[src/rtl/axi_mon_pkg.sv]
// Shared constants for the AXI4-Lite transaction monitor: FSM encodings,
// counter widths and a saturating-increment helper.
package axi_mon_pkg;

  localparam int CNT_W = 32;
  localparam int LAT_W = 16;

  localparam logic [0:0] R_IDLE   = 1'b0;
  localparam logic [0:0] R_WAIT   = 1'b1;

  localparam logic [1:0] W_IDLE   = 2'd0;
  localparam logic [1:0] W_GOT_AW = 2'd1;
  localparam logic [1:0] W_GOT_W  = 2'd2;
  localparam logic [1:0] W_WAIT_B = 2'd3;

  function automatic logic [LAT_W-1:0] sat_inc(input logic [LAT_W-1:0] v);
    return (&v) ? v : v + 1'b1;
  endfunction

endpackage

[src/rtl/axi_mon_wait_ctr.sv]
// Per-channel wait counter: measures cycles spent waiting for a response and
// flags the timeout. Latency output present only with AXI_MON_LATENCY_EN.
module axi_mon_wait_ctr
  import axi_mon_pkg::*;
#(
  parameter int TIMEOUT_CYCLES = 256
) (
  input  logic             clk,
  input  logic             rst_n,
  input  logic             start,
  input  logic             waiting,
  input  logic             done,
  output logic             timeout_hit
`ifdef AXI_MON_LATENCY_EN
  ,
  output logic [LAT_W-1:0] lat
`endif
);

  logic [LAT_W-1:0] cnt_reg;

  always_ff @(posedge clk or negedge rst_n) begin
    if (!rst_n) begin
      cnt_reg <= '0;
    end else if (start) begin
      cnt_reg <= '0;
    end else if (waiting && !done) begin
      cnt_reg <= sat_inc(cnt_reg);
    end
  end

  // Fires on the edge where the count would become TIMEOUT_CYCLES.
  assign timeout_hit = waiting && !done && (cnt_reg == LAT_W'(TIMEOUT_CYCLES - 1));

`ifdef AXI_MON_LATENCY_EN
  // Completing edge counts as one more cycle of latency.
  assign lat = sat_inc(cnt_reg);
`endif

endmodule

[src/rtl/axi_lite_txn_monitor.sv]
// Passive AXI4-Lite transaction monitor: counts, last addresses, busy, timeout
// and protocol error flags. Optional AXI_MON_LATENCY_EN adds latency maxima.
module axi_lite_txn_monitor
  import axi_mon_pkg::*;
#(
  parameter int ADDR_WIDTH     = 32,
  parameter int TIMEOUT_CYCLES = 256
) (
  input  logic                  clk,
  input  logic                  rst_n,
  input  logic                  awvalid,
  input  logic                  awready,
  input  logic                  wvalid,
  input  logic                  wready,
  input  logic                  bvalid,
  input  logic                  bready,
  input  logic                  arvalid,
  input  logic                  arready,
  input  logic                  rvalid,
  input  logic                  rready,
  input  logic [ADDR_WIDTH-1:0] awaddr,
  input  logic [ADDR_WIDTH-1:0] araddr,
  input  logic                  clr,
  output logic [CNT_W-1:0]      rd_count,
  output logic [CNT_W-1:0]      wr_count,
  output logic [ADDR_WIDTH-1:0] last_rd_addr,
  output logic [ADDR_WIDTH-1:0] last_wr_addr,
  output logic                  rd_busy,
  output logic                  wr_busy,
  output logic                  timeout_err,
  output logic                  proto_err
`ifdef AXI_MON_LATENCY_EN
  ,
  output logic [LAT_W-1:0]      rd_lat_max,
  output logic [LAT_W-1:0]      wr_lat_max
`endif
);

  logic ar_hs, aw_hs, w_hs, r_hs, b_hs;
  logic ar_pend_reg, aw_pend_reg, w_pend_reg;
  logic viol;
  logic [0:0] rd_state_reg, rd_state_next;
  logic [1:0] wr_state_reg, wr_state_next;
  logic rd_start, rd_done, rd_waiting, rd_timeout_hit;
  logic wr_start, wr_done, wr_waiting, wr_timeout_hit;

  assign ar_hs = arvalid & arready;
  assign aw_hs = awvalid & awready;
  assign w_hs  = wvalid & wready;
  assign r_hs  = rvalid & rready;
  assign b_hs  = bvalid & bready;

  // A pending valid that disappears without its handshake is a violation.
  assign viol = (ar_pend_reg & ~arvalid) | (aw_pend_reg & ~awvalid) | (w_pend_reg & ~wvalid)
              | (r_hs & (rd_state_reg == R_IDLE))
              | (ar_hs & (rd_state_reg == R_WAIT))
              | (b_hs & (wr_state_reg != W_WAIT_B))
              | ((aw_hs | w_hs) & (wr_state_reg == W_WAIT_B));

  always_comb begin
    rd_state_next = rd_state_reg;
    if (!viol) begin
      case (rd_state_reg)
        R_IDLE:  if (ar_hs) rd_state_next = R_WAIT;
        default: if (r_hs)  rd_state_next = R_IDLE;
      endcase
    end
  end

  always_comb begin
    wr_state_next = wr_state_reg;
    if (!viol) begin
      case (wr_state_reg)
        W_IDLE: begin
          if (aw_hs && w_hs) wr_state_next = W_WAIT_B;
          else if (aw_hs)    wr_state_next = W_GOT_AW;
          else if (w_hs)     wr_state_next = W_GOT_W;
        end
        W_GOT_AW: if (w_hs)  wr_state_next = W_WAIT_B;
        W_GOT_W:  if (aw_hs) wr_state_next = W_WAIT_B;
        default:  if (b_hs)  wr_state_next = W_IDLE;
      endcase
    end
  end

  assign rd_waiting = (rd_state_reg == R_WAIT);
  assign wr_waiting = (wr_state_reg == W_WAIT_B);
  assign rd_start   = !rd_waiting && (rd_state_next == R_WAIT);
  assign wr_start   = !wr_waiting && (wr_state_next == W_WAIT_B);
  assign rd_done    = rd_waiting && (rd_state_next == R_IDLE);
  assign wr_done    = wr_waiting && (wr_state_next == W_IDLE);
  assign rd_busy    = (rd_state_reg != R_IDLE);
  assign wr_busy    = (wr_state_reg != W_IDLE);

`ifdef AXI_MON_LATENCY_EN
  logic [LAT_W-1:0] rd_lat, wr_lat;
`endif

  axi_mon_wait_ctr #(.TIMEOUT_CYCLES(TIMEOUT_CYCLES)) u_rd_ctr (
    .clk         (clk),
    .rst_n       (rst_n),
    .start       (rd_start),
    .waiting     (rd_waiting),
    .done        (rd_done),
    .timeout_hit (rd_timeout_hit)
`ifdef AXI_MON_LATENCY_EN
    ,
    .lat         (rd_lat)
`endif
  );

  axi_mon_wait_ctr #(.TIMEOUT_CYCLES(TIMEOUT_CYCLES)) u_wr_ctr (
    .clk         (clk),
    .rst_n       (rst_n),
    .start       (wr_start),
    .waiting     (wr_waiting),
    .done        (wr_done),
    .timeout_hit (wr_timeout_hit)
`ifdef AXI_MON_LATENCY_EN
    ,
    .lat         (wr_lat)
`endif
  );

  always_ff @(posedge clk or negedge rst_n) begin
    if (!rst_n) begin
      rd_state_reg <= R_IDLE;
      wr_state_reg <= W_IDLE;
      ar_pend_reg  <= 1'b0;
      aw_pend_reg  <= 1'b0;
      w_pend_reg   <= 1'b0;
      rd_count     <= '0;
      wr_count     <= '0;
      last_rd_addr <= '0;
      last_wr_addr <= '0;
      timeout_err  <= 1'b0;
      proto_err    <= 1'b0;
    end else begin
      rd_state_reg <= rd_state_next;
      wr_state_reg <= wr_state_next;
      ar_pend_reg  <= arvalid & ~arready;
      aw_pend_reg  <= awvalid & ~awready;
      w_pend_reg   <= wvalid & ~wready;
      if (ar_hs) last_rd_addr <= araddr;
      if (aw_hs) last_wr_addr <= awaddr;
      // clr takes priority over a coincident completion or error.
      if (clr) begin
        rd_count    <= '0;
        wr_count    <= '0;
        timeout_err <= 1'b0;
        proto_err   <= 1'b0;
      end else begin
        if (rd_done) rd_count <= rd_count + 1'b1;
        if (wr_done) wr_count <= wr_count + 1'b1;
        if (rd_timeout_hit || wr_timeout_hit) timeout_err <= 1'b1;
        if (viol) proto_err <= 1'b1;
      end
    end
  end

`ifdef AXI_MON_LATENCY_EN
  always_ff @(posedge clk or negedge rst_n) begin
    if (!rst_n) begin
      rd_lat_max <= '0;
      wr_lat_max <= '0;
    end else if (clr) begin
      rd_lat_max <= '0;
      wr_lat_max <= '0;
    end else begin
      if (rd_done && (rd_lat > rd_lat_max)) rd_lat_max <= rd_lat;
      if (wr_done && (wr_lat > wr_lat_max)) wr_lat_max <= wr_lat;
    end
  end
`endif

endmodule

[config.mk]
export PLATFORM = sky130hd
export DESIGN_NAME = axi_lite_txn_monitor
export DESIGN_NICKNAME = d
export VERILOG_FILES = /design/src/rtl/axi_mon_pkg.sv /design/src/rtl/axi_mon_wait_ctr.sv /design/src/rtl/axi_lite_txn_monitor.sv
export SDC_FILE = /design/constraint.sdc
export NUM_CORES = 1
export LEC_CHECK = 0
export CAP_MARGIN = 25
export CORE_MARGIN = 5
export CORE_UTILIZATION = 40
export CTS_CLUSTER_SIZE = 20
export DETAILED_ROUTE_END_ITERATION = 7
export HOLD_SLACK_MARGIN = 0.1
export PLACE_DENSITY = 0.81
export SYNTH_ARGS = -nofsm -noshare
export SYNTH_HDL_FRONTEND = slang
export SYNTH_SLANG_ARGS = --single-unit
[constraint.sdc]
create_clock -name clk -period 2 [get_ports clk]
set_input_delay 0.4 -clock clk [delete_from_list [all_inputs] [get_ports clk]]
set_output_delay 0.4 -clock clk [all_outputs]
set_load 0.01 [all_outputs]
# == Word-level counts from Yosys, hierarchy flattened ==
# Cells that the tools add are included.
# Widths: inputs -> output; s select.
# totals
reg_bits,168
latch_bits,0
ramBits,0
romBits,0
wordCells,109
memories,0
# classes
n_addsub,4
multipliers,0
n_div,0
magnitude_cmp,0
eq_ne,9
shift,0
muxes,26
bitwise,30
n_reduce_logical,27
# op_table
op,n
$mux 32,4
$mux 16,6
$add 32x1->32 const B,2
$add 16x1->16 const B,2
$eq 16x8->1 const B,2
$reduce_and 16->1,2
$and 1x1->1,15
$mux 2,7
$reduce_bool 2->1,7
$logic_and 1x1->1,9
$mux 1,8
$not 1->1,8
$or 1x1->1,7
$eq 2x2->1 const B,3
$pmux 2 s3,1
$logic_not 1->1,4
$logic_not 2->1,2
$ne 2x2->1 const B,2
$reduce_and 2->1,2
$eq 2x1->1 const B,1
$ne 2x1->1 const B,1
$logic_or 1x1->1,1

# == Longest topological paths before layout ==
# logic_depth
depth_word,17
depth_mapped,8

# == Hierarchy ==
# A second synthesis with hierarchy kept.
# unflattened
cells_unflattened,774
area_unflattened_um2,8182.8
# by_module_without_submodules
module,n_inst,cells_each,area_per_inst_um2
axi_lite_txn_monitor,1,570,6183.4
axi_mon_wait_ctr,2,102,999.7

# == Least setup slack after synthesis ==
# OpenSTA, ideal clock, no wires.
# synth_timing
path_type,register to register
startpoint,reg wr_state_reg[0]
endpoint,reg u_wr_ctr.cnt_reg[10]
t_arrival_ns,1.872
path_slack_ns,-0.009
path_stages_with_launch,6
synth_period_minus_slack_ns,2.009
cell_sequence,dfrtp_1 > and2_1 > or3_1 > nor4_1 > clkbuf_1 > a21oi_1
# synth_between
elab_chain_len,11
elab_cells_between_ends,28
# synth_lines
item,line_no,source
start: declaration,axi_lite_txn_monitor.sv:43,"logic [1:0] wr_state_reg, wr_state_next;"
start signal: assignment,axi_lite_txn_monitor.sv:140,wr_state_reg <= wr_state_next;
$mux 2 or $ne 2x2->1 (tied branches),"axi_lite_txn_monitor.sv:77, axi_lite_txn_monitor.sv:57",
$mux 2 or $and 1x1->1 (tied branches),"axi_lite_txn_monitor.sv:76, axi_lite_txn_monitor.sv:57",
$mux 2 or $or 1x1->1 (tied branches),"axi_lite_txn_monitor.sv:75, axi_lite_txn_monitor.sv:57",
$pmux 2 s3 or $or 1x1->1 (tied branches),"axi_lite_txn_monitor.sv:73, axi_lite_txn_monitor.sv:58",
$mux 2,axi_lite_txn_monitor.sv:72,if (!viol) begin
$logic_not 2->1,axi_lite_txn_monitor.sv:91,assign wr_done = wr_waiting && (wr_state_next == W_IDLE);
$logic_and 1x1->1,axi_lite_txn_monitor.sv:91,
$logic_not 1->1,axi_mon_wait_ctr.sv:27,end else if (waiting && !done) begin
$logic_and 1x1->1,axi_mon_wait_ctr.sv:27,
$reduce_bool 2->1 (no source line),n/a,
$reduce_and 2->1 (no source line),n/a,
end signal: assignment,axi_mon_wait_ctr.sv:28,cnt_reg <= sat_inc(cnt_reg);
end: declaration,axi_mon_wait_ctr.sv:20,logic [LAT_W-1:0] cnt_reg;
# Parallel ways exist; a longest one is shown, timed or not.
# A chain may end at the register's enable or synchronous reset.

# == Worst setup path after layout ==
# layout_timing
startpoint,reg wr_count[8]
endpoint,reg wr_count[31]
# layout_between
elab_chain_len,3
# layout_lines
item,line_no,source
start: declaration,axi_lite_txn_monitor.sv:25,"output logic [CNT_W-1:0] wr_count,"
start signal: assignment,axi_lite_txn_monitor.sv:154,if (wr_done) wr_count <= wr_count + 1'b1;
$add 32x1->32,axi_lite_txn_monitor.sv:154,
$mux 32,axi_lite_txn_monitor.sv:154,
$mux 32,axi_lite_txn_monitor.sv:147,if (clr) begin
# Every way passes these cells. The select of a mux whose other input is x is not followed.

==> key figures <==
Status
  • Status: completed

Flow run
  • Max Cap Viol: 0

Timing
  • Final hold viol count: 0
  • Least-Margin Pin Slew: ~0.68 ns
  • Minimum clock period: between 1.5 and 2 ns
  • Setup Skew: 0.00957 ns
  • Final setup vio count: 0
  • Fin. max-slew vios: 0
  • Relative slew slack: between 50% and 60%
  • Unrepaired setup endpoints after global routing: yes
  • Crit share post-route: 99.6%
  • Setup TNS Final: 0 ns
  • Final worst setup slack: about 0.0081 ns
  • Peak Freq: around 0.50 GHz

Die
  • Core ar.: about 20000 um2
  • Full die area: ~23000 um2
  • Boundary Pins: around 210
  • Die height: 152 um
  • # rows: 52
  • Die width: around 150 um
  • Initial core utilization: between 40% and 50%

Final layout
  • Final nets: between 1000 and 1500
  • Final Util: between 60% and 70%
  • Finished Cell Area: between 10000 and 15000 um2
  • Commonest non-fill, non-tap cell in the layout: clkdlybuf4s50_1
  • Multi-input gate area: between 3000 and 4000 um2
  • Share of layout cells above drive strength 1: between 20% and 30%
  • # fillers: roughly 1700
  • Storage cell area: between 4000 and 5000 um2
  • Most frequent cells in the layout: 196 x clkdlybuf4s50_1, 166 x dfrtp_1, 108 x buf_4
  • Area grow syn2layout: 52.3%

Clocking
  • Worst-path clk slew: around 0.070 ns
  • CTS sink count: around 170
  • CTS max path bufs: 2
  • CTS root buf: clkbuf_16
  • Worst-Skew Late Latency: ~0.42 ns
  • H-tree depth: 4
  • Inserted Clock Buffers: 17
  • CTS tree: built

Setup path
  • Worst-path maximum fanout: 16
  • Crit path required time: 2.34 ns
  • Worst reg2reg path startpoint: wr_count[8]$_DFFE_PN0P_
  • Crit path DAT: 2.34 ns
  • Critical path launch point: wr_count[8]$_DFFE_PN0P_
  • CP startpoint kind: flop
  • CP Capture Type: flop
  • Crit path kind: reg2reg
  • Worst Reg2Reg Path Length in Cells: 6

Logic synthesis
  • Post-synthesis xor/xnor area fraction: under 10%
  • Syn nets: around 850
  • Cells after Synth: between 700 and 800
  • Syn Area/Cell: between 10 and 15 um2
  • Number of flops mapped to enable cells by yosys: 0
  • Netlist cell types: 46
  • Multiplexer share of the synthesized area: a little under a tenth
  • Yosys Warn Count: 0
  • Post-synthesis adder-cell area fraction: less than 1%
  • Sequential share of the synthesized area: 52.1%
  • Post-Synth Simple-Gate Area: 20.0%
  • Async SR Flop Fraction: 100%
  • Largest family of logic cells by synthesized area: simple AND/OR/NAND/NOR gates
  • Yosys reg bits: ~170
  • Top FF cell, synth: dfrtp_1
  • Synth Area in Compound Gates: between 10% and 20%
  • Mapped Area: slightly above 8000 um2

Drt
  • Via Count: between 7000 and 8000
  • TritonRoute pass-1 iters: 5
  • Detail-routed net length per standard cell: about 18 um
  • Vias/cell: 5.66
  • Routed WL: ~24 mm
  • Initial DRC Count: approximately 400
  • Antenna Violating Nets Remaining: 0
  • # DRC: 0

Power and ir drop
  • Total chip power: 9.86 mW
  • Pleak: approximately 5 nW
  • Worst vdd ir: 0.000606 V
  • Cell Pwr Density: 803 nW/um2

Hold path
  • Hold Crit Class: in2reg
  • Worst Min Path Start: arvalid
  • Hold Path Stages: 3

Global route
  • Met3 Track Usage GR: 7.42%
  • GR Util met1: approximately a quarter
  • Most Crowded Layer GR: met2
  • Gr usage total: around a fifth
  • Grt met2 use: between 30% and 40%
  • Grt total ovfl: 0
  • Number of global-route vias before repair: between 7000 and 8000
  • First-pass GRT wire length: a little under 40 mm
  • Pin count of the biggest net entering global routing: slightly below 50
  • Initial antenna violation count: 3

Placement
  • GP Congestion: between 0.8 and 0.9
  • Pre-CTS setup slack: -0.749 ns
  • DP HPWL: between 15 and 20 mm
  • Port bufs: ~210
  • Post-place instance area: between 10000 and 15000 um2
==> power by group <==
group	switching [mW]	internal, mW	leakage, nW	total [mW]
registers	0.331	3.81	2.17	4.14
logic	1.09	1.36	2.41	2.45
clock network	1.39	1.88	0.280	3.28
==> cell type report <==
type	instances	share of cell area, %
diodes	2	0.0408
clock buffers	19	3.61
clock inverters	13	1.18
inverters	23	0.703
multi-input cells	539	31.5
flip-flops and latches	168	34.3
well taps	270	2.75
repair buffers	335	26.0
==> per-stage QoR <==
| step | std cells | hold WS [ns] |
|---|---|---|
| detailed placement | 1309 | 0.305 |
| finish | 1369 | 0.425 |
| CTS | 1348 | 0.375 |
| global placement | 1309 | 0.310 |
| floorplan | 771 | 0.104 |
| global route | 1369 | 0.418 |
==> cells in the mapped netlist, types with 2 or more instances <==
cell type	n	area, um2
nor2_1	38	143
mux2_2	65	732
or2_2	5	31.3
and3_1	7	43.8
a21o_1	2	15.0
buf_2	5	25.0
o21a_1	2	15.0
nor2b_1	2	12.5
nor3_1	3	15.0
dfrtp_1	168	4200
inv_1	23	86.3
nor4_1	9	56.3
nand2_2	2	12.5
clkbuf_1	31	116
xor2_1	5	43.8
o31ai_1	55	413
and2_1	3	18.8
o211ai_1	2	15.0
o41ai_1	4	35.0
ha_1	4	50.1
mux2i_1	3	30.0
and4_1	4	35.0
o21ai_0	20	100
or4_1	57	428
nor4b_1	3	26.3
xnor2_1	5	43.8
or3_1	23	144
nand3_1	31	155
a21oi_1	84	420
nand4_1	39	244
buf_1	6	22.5
or4b_2	3	30.0
nand2_1	45	169
==> critical path: stages (launching register included) <==
cell	delay, ns
dfrtp_1	0.43
nand3_1	0.17
nor4_4	0.32
nand4_1	0.15
buf_4	0.21
or4_1	0.48
a21oi_1	0.15
==> layer usage <==
layer,routed length [um],up-vias
met3,2470,50
met1,9600,3774
met5,11,-
li1,-,3569
met4,487,2
met2,11800,354
==> timing repair <==
item / 4_1_cts / 5_1_grt
buffers inserted: 4 / 17
hold buffers: 1 / 0
resized for setup: 16 / 65
hold endpoints to repair: 25 / 0
setup endpoints to repair: 90 / 61
pin swaps: 4 / 25
cloned: 2 / 3
==> worst paths after layout <==
kind	endpoint	slack (ns)
hold / removal	ar_pend_reg$_DFF_PN0_	0.42
hold reg to reg	last_wr_addr[27]$_DFFE_PN0P_	0.50
setup / recovery	wr_count[31]$_DFFE_PN0P_	0.008
setup reg to reg	wr_count[31]$_DFFE_PN0P_	0.008
min in group asynchronous	rd_count[19]$_DFFE_PN0P_	0.43
max in group asynchronous	u_wr_ctr.cnt_reg[1]$_DFFE_PN0P_	0.94
==> cells by family after synthesis <==
family | count (synthesis)
AO/OA/AOI/OAI | 177
XOR/XNOR | 10
adder cells (fa/ha/maj) | 4
buffers and inverters | 65
flip-flops | 168
multiplexers | 68
AND/OR/NAND/NOR | 279
No activity file was read; power rests on OpenSTA's default activity.
